**src/rtl/vga_pixel_engine.sv**
```systemverilog
// Pixel engine: tracks the raster position from the timing generator's enable,
// draws a selectable background pattern, overlays layers and registers the result.
module vga_pixel_engine #(
  parameter int P_DISPLAY_X = 1024,
  parameter int P_DISPLAY_Y = 768,
  parameter int P_CW        = 11,
  parameter int P_LAYERS    = 2,
  parameter int P_BAR_W     = 128,
  parameter int P_CHK_SHIFT = 5
) (
  input  logic                   VGA_CLK,
  input  logic                   RST_N,
  input  logic                   VGA_IF_RGBEN,
  input  logic [1:0]             MODE,
  input  logic [P_LAYERS-1:0]    LAYER_EN,
  input  logic [24*P_LAYERS-1:0] LAYER_RGB,
  output logic [P_CW-1:0]        CUR_X,
  output logic [P_CW-1:0]        CUR_Y,
  output logic                   SOF,
  output logic                   EOL,
  output logic [7:0]             FRAME_CNT,
  output logic                   RGB_VALID,
  output logic [23:0]            VGA_BUF_RGB
);

  localparam logic [P_CW-1:0] X_LAST = P_CW'(P_DISPLAY_X - 1);
  localparam logic [P_CW-1:0] Y_LAST = P_CW'(P_DISPLAY_Y - 1);

  logic            en_d1;
  logic [P_CW-1:0] cur_x_reg;
  logic [P_CW-1:0] cur_y_reg;
  logic [P_CW-1:0] cur_x_next;
  logic [P_CW-1:0] cur_y_next;
  logic [7:0]      frame_cnt_reg;
  logic [1:0]      mode_reg;
  logic            rgb_valid_reg;
  logic [23:0]     rgb_reg;

  logic            x_last;
  logic            y_last;
  logic            frame_wrap;
  logic [2:0]      bar_idx;
  logic            chk_bit;
  logic [23:0]     bar_rgb;
  logic [23:0]     bg_rgb;
  logic [23:0]     comp_rgb;
  logic [23:0]     layer_pix [P_LAYERS];

  // Raster position: advances only on cycles that carry a pixel, so blanking
  // gaps simply freeze it.
  always_comb begin
    x_last     = (cur_x_reg == X_LAST);
    y_last     = (cur_y_reg == Y_LAST);
    frame_wrap = en_d1 & x_last & y_last;
    cur_x_next = cur_x_reg + 1'b1;
    cur_y_next = cur_y_reg;
    if (x_last) begin
      cur_x_next = '0;
      cur_y_next = y_last ? '0 : cur_y_reg + 1'b1;
    end
  end

  always_ff @(posedge VGA_CLK or posedge RST_N) begin
    if (RST_N) begin
      en_d1         <= 1'b0;
      cur_x_reg     <= '0;
      cur_y_reg     <= '0;
      frame_cnt_reg <= '0;
      mode_reg      <= '0;
      rgb_valid_reg <= 1'b0;
      rgb_reg       <= '0;
    end else begin
      en_d1         <= VGA_IF_RGBEN;
      rgb_valid_reg <= en_d1;
      rgb_reg       <= en_d1 ? comp_rgb : 24'h000000;
      if (en_d1) begin
        cur_x_reg <= cur_x_next;
        cur_y_reg <= cur_y_next;
      end
      // Mode is latched only at the frame boundary so a frame is never mixed.
      if (frame_wrap) begin
        frame_cnt_reg <= frame_cnt_reg + 8'd1;
        mode_reg      <= MODE;
      end
    end
  end

  // Background pattern generation
  always_comb begin
    bar_idx = 3'(32'(cur_x_reg) / 32'(P_BAR_W));
    chk_bit = 1'(32'(cur_x_reg) >> P_CHK_SHIFT) ^ 1'(32'(cur_y_reg) >> P_CHK_SHIFT);
    case (bar_idx)
      3'd0:    bar_rgb = 24'hFFFFFF;
      3'd1:    bar_rgb = 24'hFFFF00;
      3'd2:    bar_rgb = 24'h00FFFF;
      3'd3:    bar_rgb = 24'h00FF00;
      3'd4:    bar_rgb = 24'hFF00FF;
      3'd5:    bar_rgb = 24'hFF0000;
      3'd6:    bar_rgb = 24'h0000FF;
      default: bar_rgb = 24'h000000;
    endcase
    case (mode_reg)
      2'd0:    bg_rgb = 24'hFFFFFF;
      2'd1:    bg_rgb = bar_rgb;
      2'd2:    bg_rgb = chk_bit ? 24'h000000 : 24'hFFFFFF;
      default: bg_rgb = {8'(cur_x_reg), 8'(cur_y_reg), frame_cnt_reg};
    endcase
  end

  genvar gi;
  generate
    for (gi = 0; gi < P_LAYERS; gi++) begin : g_layer
      assign layer_pix[gi] = LAYER_RGB[24*gi +: 24];
    end
  endgenerate

  // Later (higher-index) layers overwrite earlier ones, giving top-most priority.
  always_comb begin
    comp_rgb = bg_rgb;
    for (int i = 0; i < P_LAYERS; i++) begin
      if (LAYER_EN[i]) comp_rgb = layer_pix[i];
    end
  end

  assign CUR_X       = cur_x_reg;
  assign CUR_Y       = cur_y_reg;
  assign SOF         = en_d1 & (cur_x_reg == '0) & (cur_y_reg == '0);
  assign EOL         = en_d1 & x_last;
  assign FRAME_CNT   = frame_cnt_reg;
  assign RGB_VALID   = rgb_valid_reg;
  assign VGA_BUF_RGB = rgb_reg;

endmodule

```
**config.mk**
```make
export PLATFORM = sky130hd
export DESIGN_NAME = vga_pixel_engine
export DESIGN_NICKNAME = d
export VERILOG_FILES = /design/src/rtl/vga_pixel_engine.sv
export SDC_FILE = /design/constraint.sdc
export NUM_CORES = 1
export LEC_CHECK = 0
export BUFFER_PORTS_ARGS = -buffer_cell sky130_fd_sc_hd__buf_2
export CORE_UTILIZATION = 25
export CTS_CLUSTER_DIAMETER = 30
export CTS_CLUSTER_SIZE = 24
export DETAILED_ROUTE_END_ITERATION = 10
export MAX_ROUTING_LAYER = met4
export PLACE_DENSITY = 0.52
export SLEW_MARGIN = 10
export SYNTH_ARGS = -nofsm -noshare
export SYNTH_HDL_FRONTEND = slang
export SYNTH_SLANG_ARGS = --single-unit
```
**constraint.sdc**
```tcl
create_clock -name VGA_CLK -period 4.1 [get_ports VGA_CLK]
set_clock_uncertainty 0.1 [all_clocks]
set_input_delay 0.82 -clock VGA_CLK [delete_from_list [all_inputs] [get_ports VGA_CLK]]
set_output_delay 0.82 -clock VGA_CLK [all_outputs]
set_load 0.02 [all_outputs]
```
==> key figures <==
Global routing
  • Global routing usage on met3: 0.0257
  • Global-route wire length before repair: 12900 um
  • Gr busiest metal: met2
  • Gr ovfl total: 0
  • Number of global-route vias before repair: 2439
  • Largest net degree at the start of global routing: 34
  • Initial antenna violation count: 0
  • Aggregate global-route resource usage: 0.150
  • Met1 track demand over resource in global routing: 0.202
  • Global routing usage on met2: 0.217

STA
  • Tcrit/Tclk final: 0.780
  • Max-slew violations: 0
  • Slew @ Worst Pin: 0.784 ns
  • Max Fclk: 313 MHz
  • Unrepaired setup endpoints after global routing: no
  • Hold_ws: 0.391 ns
  • Final hold viol count: 0
  • Post-layout min period: 3.20 ns
  • Total Negative Setup Slacks: 0 ns
  • Worst slew slack as a fraction of its limit: 0.477
  • Finish-stage setup viols: 0

Synthesis
  • Cell Area, Synth: 2850 sq um
  • Commonest cells in the synthesized netlist: 58 x dfrtp_1, 52 x o21ai_0, 50 x a21oi_1, 15 x clkbuf_1, 13 x xnor2_1
  • Number of instances in the synthesized netlist: 296
  • Proportion of synthesized chip area in sequential cells: 0.509
  • Async SR Flop Fraction: 1.00
  • Average footprint of a synthesized cell: 9.63 sq um
  • Area fraction of the dominant cell type after synthesis: 0.509
  • Net count after synthesis: 356
  • Yosys synthesis warning count: 0
  • Flip-flop and latch count after synthesis: 58
  • Largest cells by area after synthesis: dfrtp_1 51%, o21ai_0 9.1%, a21oi_1 8.8%, xnor2_1 4.0%, mux2_2 2.4%
  • Post-synth EDFFs: 0
  • Cell taking the most area after synthesis: dfrtp_1
  • Count of different cell masters after synthesis: 37
  • Main synth FF type: dfrtp_1
  • Most common cell in the synthesized netlist: dfrtp_1

Layout
  • Total area of multi-input combinational cells: 1270 sq um
  • Utilization after layout: 0.350
  • Fill cells: 1129
  • Layout Nets: 462
  • Diodes inserted: 0
  • Number of flip-flops in the largest register: 24
  • Signed area change from the synthesized netlist to the final layout: 34.7%
  • Sequential cell area: 1450 sq um
  • Share of layout cells above drive strength 1: 0.354

Routing
  • Via density: 4.84
  • DRT Pass-1 Iters: 4
  • Post-route DRC violation count: 0
  • Via total after detailed routing: 2648
  • Total routed wirelength: 8470 um
  • Routed length per instance: 15.5 um
  • Iteration-0 DRC count of the detailed router: 167
  • Antenna violation net count after detailed routing: 0

Min path
  • Worst min-delay path startpoint: FRAME_CNT[7]
  • Worst hold path type: reg -> reg

Setup path
  • Startpoint of the worst setup timing path: CUR_X[0]
  • Crit Path Max Fanout: 17
  • FF-to-FF Start: CUR_X[0]
  • Capturing point of the worst reg2reg path: mode_reg[1]
  • Register-to-register setup slack: 1.45 ns
  • Arrival time worst endpoint: 2.28 ns
  • Path depth of the worst reg2reg path: 6
  • Crit path capture type: primary output
  • Worst path required time: 3.18 ns
  • CP endpoint: EOL
  • Critical path class: reg -> out
  • Element type at the critical path start: register

CTS
  • Cts hold-fix bufs: 0
  • Number of buffers created by CTS: 9
  • Clock root buffer: clkbuf_16
  • Clock Path Buffers: 2
  • Count of cells resized by post-cts repair: 0
  • CTS tree: done
  • Total number of H-tree levels: 3
  • Clock-pin slew on the worst setup and hold paths: 0.05 ns
  • Total number of clock tree sinks: 58
  • Worst-skew pair later-pin latency: 0.33 ns
  • Number of buffers inserted by post-CTS setup repair: 0

Place
  • Post-DP HPWL: 6250 um
  • Final weighted congestion of routability-driven global placement: 0.782
  • Total of buffers placed on input and output ports: 111

Floorplan
  • IO Count: 112
  • Initial Utilization: 0.260
  • Total core area: 11000 sq um
  • Standard-cell row count: 38
  • Overall die area: 11800 sq um
  • DIE WIDTH: 109 um
  • Die H: 109 um

Status
  • Outcome: completed

Flow run
  • Max capacitance violation total: 0

Pwr
  • Leakage power of the design: 1.90 nW
  • Power density cells: 463 nW/um^2
  • Peak ir drop on the vdd network: 0.000181 V
==> through the flow <==
| step | instance area (sq um) | instances | power [W] | worst slack [ns] |
|---|---|---|---|---|
| 2_1_floorplan | 2850 | 296 | 0.000860 | 1.34 |
| 3_3_place_gp | 3520 | 531 | 0.000973 | 1.30 |
| 3_5_place_dp | 3520 | 531 | 0.000977 | 1.27 |
| 4_1_cts | 3840 | 547 | 0.00179 | 0.884 |
| 5_1_grt | 3840 | 547 | 0.00186 | 0.763 |
| 6_report | 3840 | 547 | 0.00178 | 0.902 |
==> cells by family after synthesis <==
group	Yosys count	synth area share
AO/OA/AOI/OAI	113	0.212
AND/OR/NAND/NOR	65	0.131
flip-flops	58	0.509
buffers and inverters	30	0.0435
XOR/XNOR	19	0.0584
multiplexers	6	0.0237
adder cells (fa/ha/maj)	5	0.0219
==> routing by layer <==
metal / part of all wire / vias to the layer above
met5: 0 / -
met3: 0.051 / 9
li1: - / 1289
met1: 0.49 / 1267
met4: 0.014 / 0
met2: 0.45 / 83
==> layout by cell type (no fill, tap or decap), types with 4 or more instances in the layout <==
cell	count
nor2b_1	4
xor2_1	6
nand2_1	10
buf_2	111
nor3_1	5
and3_1	4
nor4_1	4
clkbuf_16	9
clkinv_2	4
nand3_1	7
ha_1	5
mux2_2	6
inv_1	9
nor2_1	9
nand4_1	8
dfrtp_1	58
a21oi_1	50
o21ai_0	52
xnor2_1	13
==> critical path: stages (launching register included) <==
cell and delay [ns]:
dfrtp_1 0.45, ha_1 0.25, nand3_1 0.15, or4_4 0.62
inv_2 0.26, buf_2 0.22
==> report_power, final <==
part	internal [W]	total (W)	switching [W]	leakage, nW
Sequential	0.000620	0.000680	0.0000604	0.763
Clock	0.000543	0.000808	0.000265	0.162
Combinational	0.000108	0.000289	0.000181	0.978
Total	0.00127	0.00178	0.000506	1.90
==> worst min path at each step <==
stage | endpoint | slack [ns] | depth (start not counted)
finish | FRAME_CNT[7] | 0.39 | 1
global route | FRAME_CNT[7] | 0.42 | 1
CTS | FRAME_CNT[7] | 0.40 | 1
detailed placement | FRAME_CNT[7] | 0.39 | 1
global placement | FRAME_CNT[7] | 0.39 | 1
floorplan | RGB_VALID | 0.33 | 0
==> final cells by class <==
cell class,instances,share of cell area
sequential,58,0.378
inverter,11,0.0108
clock buffer,10,0.0622
clock inverter,6,0.0209
tap,140,0.0456
multi-input combinational,208,0.332
timing repair buffer,114,0.151
Note: power is estimated with default switching activity, not from simulation.
